===== config.mk =====
export PLATFORM = sky130hd
export DESIGN_NAME = onehot_encode_seq
export DESIGN_NICKNAME = d
export VERILOG_FILES = /design/src/rtl/onehot_encode_seq.sv
export SDC_FILE = /design/constraint.sdc
export NUM_CORES = 1
export LEC_CHECK = 0
export ABC_AREA = 1
export CAP_MARGIN = 20
export CORE_ASPECT_RATIO = 0.6
export CORE_MARGIN = 2
export CORE_UTILIZATION = 54
export DETAILED_ROUTE_END_ITERATION = 6
export MAX_ROUTING_LAYER = met4
export PLACE_DENSITY = 0.91
export SLEW_MARGIN = 20
export SYNTH_ARGS = -nofsm -noshare
export SYNTH_HDL_FRONTEND = slang
export SYNTH_SLANG_ARGS = --single-unit

===== constraint.sdc =====
create_clock -name clk -period 4.4 [get_ports clk]
set_clock_uncertainty 0.2 [all_clocks]
set_input_delay 1.32 -clock clk [delete_from_list [all_inputs] [get_ports clk]]
set_output_delay 1.32 -clock clk [all_outputs]
set_load 0.05 [all_outputs]

===== src/rtl/onehot_encode_seq.sv =====
// ============================================================================
// Module   : onehot_encode_seq
// Function : Sequential one-hot encoder. Scans a captured 2**WIDTH-bit word
//            one bit per clock, reporting index, set-bit count and error.
//            Optional macro ONEHOT_ENC_PRIORITY_EN selects highest-index mode.
// Revision : 1.0  initial release
// ============================================================================
`default_nettype none

module onehot_encode_seq #(
    parameter int WIDTH = 4
) (
    input  logic                  clk,
    input  logic                  rst_n,
    input  logic [2**WIDTH-1:0]   dec_data,
    input  logic                  in_valid,
    output logic                  in_ready,
    output logic [WIDTH-1:0]      enc_data,
    output logic [WIDTH:0]        bit_cnt,
    output logic                  err,
    output logic                  out_valid,
    input  logic                  out_ready
);

    localparam logic [1:0]       c_ST_IDLE  = 2'd0;
    localparam logic [1:0]       c_ST_SCAN  = 2'd1;
    localparam logic [1:0]       c_ST_HOLD  = 2'd2;
    localparam logic [WIDTH-1:0] c_LAST_IDX = '1;
    localparam logic [WIDTH:0]   c_CNT_ONE  = (WIDTH+1)'(1);

    logic [1:0]           r_state;
    logic [1:0]           w_state_next;
    logic [2**WIDTH-1:0]  r_word;
    logic [WIDTH-1:0]     r_idx;
    logic [WIDTH:0]       r_cnt;
    logic [WIDTH-1:0]     r_enc;
    logic                 r_err;
    logic                 w_bit;
    logic [WIDTH:0]       w_cnt_next;
    logic                 w_err_next;
    logic                 w_take_idx;

    assign w_bit      = r_word[r_idx];
    assign w_cnt_next = r_cnt + {{WIDTH{1'b0}}, w_bit};

`ifdef ONEHOT_ENC_PRIORITY_EN
    // Later set bits overwrite, leaving the highest index; only empty is illegal.
    assign w_take_idx = w_bit;
    assign w_err_next = (w_cnt_next == '0);
`else
    // Only the first set bit seen (count still zero) is recorded.
    assign w_take_idx = w_bit && (r_cnt == '0);
    assign w_err_next = (w_cnt_next != c_CNT_ONE);
`endif

    always_ff @(posedge clk or negedge rst_n) begin
        if (!rst_n) begin
            r_state <= c_ST_IDLE;
        end else begin
            r_state <= w_state_next;
        end
    end

    always_comb begin
        w_state_next = r_state;
        case (r_state)
            c_ST_IDLE: if (in_valid)               w_state_next = c_ST_SCAN;
            c_ST_SCAN: if (r_idx == c_LAST_IDX)    w_state_next = c_ST_HOLD;
            c_ST_HOLD: if (out_ready)              w_state_next = c_ST_IDLE;
            default:                               w_state_next = c_ST_IDLE;
        endcase
    end

    always_ff @(posedge clk or negedge rst_n) begin
        if (!rst_n) begin
            r_word <= '0;
            r_idx  <= '0;
            r_cnt  <= '0;
            r_enc  <= '0;
            r_err  <= 1'b0;
        end else begin
            case (r_state)
                c_ST_IDLE: begin
                    if (in_valid) begin
                        r_word <= dec_data;
                        r_idx  <= '0;
                        r_cnt  <= '0;
                        r_enc  <= '0;
                        r_err  <= 1'b0;
                    end
                end
                c_ST_SCAN: begin
                    r_idx <= r_idx + 1'b1;
                    r_cnt <= w_cnt_next;
                    if (w_take_idx) begin
                        r_enc <= r_idx;
                    end
                    // Error is settled from the final count on the last scan edge.
                    if (r_idx == c_LAST_IDX) begin
                        r_err <= w_err_next;
                    end
                end
                default: begin
                end
            endcase
        end
    end

    assign in_ready  = (r_state == c_ST_IDLE);
    assign out_valid = (r_state == c_ST_HOLD);
    assign enc_data  = r_enc;
    assign bit_cnt   = r_cnt;
    assign err       = r_err;

endmodule

`default_nettype wire


==> results.cfg <==
[status]
status = completed

[layout]
drive_gt1_share_pct = 10.65
diodes = 0
area_delta_synth_final_pct = 27.93
final_nets = 239
fin_area_sq_mm = 0.002023
final_common_cell = nand2_1
layout.cells.non_filler = 258
final_util_pct = 71.39
final_cell_mix = nand2_1, dfrtp_1, clkdlybuf4s50_1

[cts]
cts_buffers = 5
clk_latency_ps = 280
clockBufferDepth = 2
cts.hold.buffers_added = 0
tritoncts = done
htreeDepth = 2
ctsResizeCount = 0
cts_setup_buffers = 0
clk_pin_slew_ps = 60
cts_root_buf = clkbuf_8
clkSinkCount = 32

[sta]
fin_crit_ps = 3179
worst_pin_slew_ps = 692.0
setup_viol = 0
finalCritPeriodShare_pct = 72.26
slew_headroom_pct = 53.75
fin_tns_setup_ps = 0
hold_viol = 0
max_freq_ghz = 0.3145
rsz0062_at_grt = no
report.final.slew_viol_count = 0

[placed_design]
io_buffers = 31
dpl-instance-area_sq_mm = 0.001927
placed_cells = 251
gp_congestion = 0.8293
dp.final_hpwl_um = 2329

[yosys]
netlist_instances = 181
synth_top_family_by_area = simple AND/OR/NAND/NOR gates
synth-adder-area-share_pct = 2.373
synth_compound_area_share_pct = 7.278
yosys.area_share.simple_pct = 23.66
synth-seq-cells = 32
synth_xor_xnor_area_share_pct = 1.661
ys_seq_area_share_pct = 50.63
syn_avg_cell_area_sq_um = 8.738
ys.flop_type = dfrtp_1
yosys-mux-area-fraction_pct = 7.120
ys_types = 25
synth_edf_count = 0
synth_nets = 204
synth_warnings = 0
synthesis.area_sq_mm = 0.001582
postSynth.asyncResetShare_pct = 100.0

[floorplanning]
rows = 15
die_area_sq_mm = 0.003392
die_w_um = 73.87
initial_core_util_pct = 55.81
io_pins = 32
coreArea_sq_mm = 0.002834
dieHeight_um = 45.92

[power_and_ir_drop]
peakVddDrop_uv = 520.2
leakage_nw = 0.9976
power.density_mw_per_mm2 = 796.3

[worst_setup_path]
worstPathArrival_ps = 1660
path_class = flip-flop to primary output
cp_max_fo = 4
start_kind = flip-flop
cp_data_required_time_ps = 2880
cp-end-kind = primary output

[detailed_routing]
drt_iter0_markers = 63
via_per_inst = 4.942
ant_nets = 0
dr.pass1.iters = 4
wl_per_cell_um = 12.21
wirelength_um = 3151
drc = 0
vias = 1275

[global_route]
grt_pass1_vias = 1150
grt_pass1_wl_um = 5092
grt_usage_pct = 21.68
grt_max_degree = 33
antenna_found_initial = 0
grt.overflow.total = 0

[min_path]
hp-class = flip-flop to flip-flop

[run]
max-cap-violations = 0
==> routing by layer <==
metal / global-route usage, % / part of all wire [%] / up-vias
met3: 6.637 / 6.3 / 8
li1: - / - / 649
met2: 28.57 / 41 / 43
met5: - / 0 / -
met1: 30.00 / 51 / 575
met4: 10.91 / 1.7 / 0
==> sequential cells by signal (all words and copies together) (netlist names) <==
register,count
r_idx,4
r_state,2
err,1
bit_cnt,5
enc_data,4
r_word,16
==> synthesized netlist by cell type (2+ instances only) <==
cell type	instances	area, sq um
mux2_1	2	22.52
nand3_1	15	75.07
nor3_1	2	10.01
xor2_1	3	26.28
dfrtp_1	32	800.8
o21ai_1	3	15.01
inv_1	17	63.81
o22ai_1	3	18.77
ha_1	3	37.54
o21ai_0	5	25.02
buf_2	2	10.01
nand2_1	42	157.7
mux2_4	6	90.09
a21oi_1	8	40.04
nor2_1	24	90.09
inv_2	4	15.01
nand2_4	2	22.52
==> cell type report <==
class                      count  area (sq um)
multi-input combinational    122         665.6
sequential                    32         800.8
timing repair buffer          33         325.3
fill                         215         810.8
inverter                      22         82.58
clock buffer                   7         96.34
tap                           42         52.55
==> report_power, final <==
| group | internal [mW] | switching (mW) |
|---|---|---|
| registers | 0.434 | 0.108 |
| logic | 0.322 | 0.512 |
| clock network | 0.139 | 0.0968 |
| total | 0.895 | 0.716 |
==> metrics by stage <==
stage               power (mW)  hold WS, ps  setup slack (ps)
floorplan                1.155        264.1              1801
global placement         1.344        285.3              1165
detailed placement       1.376        294.5              1107
CTS                      1.619        308.5              1206
global route             1.735        334.7              1169
finish                   1.611        303.4              1221
==> kinds of logic (layout without fill, tap and decap cells) <==
group / after synthesis / after routing
mux: 8 / 8
fa+ha+maj: 3 / 3
simple gates: 87 / 87
buf+inv: 27 / 62
flops: 32 / 32
xor+xnor: 3 / 3
compound gates: 21 / 21
==> worst max-delay path: stages, from the launching register on <==
cell	delay, ps
dfrtp_1	410
nor2_1	150
clkdlybuf4s50_1	820
==> path summary, 6_finish.rpt <==
path | start | endpoint | slack, ps | depth (start not counted)
min reg2reg | r_word[3] | r_word[3] | 300 | 1
max | r_state[0] | in_ready | 1220 | 2
min | r_word[3] | r_word[3] | 300 | 1
min in group asynchronous | rst_n | r_state[1] | 1230 | 2
max in group asynchronous | rst_n | bit_cnt[3] | 2490 | 2
max reg2reg | r_idx[0] | err | 1780 | 14
Note: power is estimated with default switching activity, not from simulation.
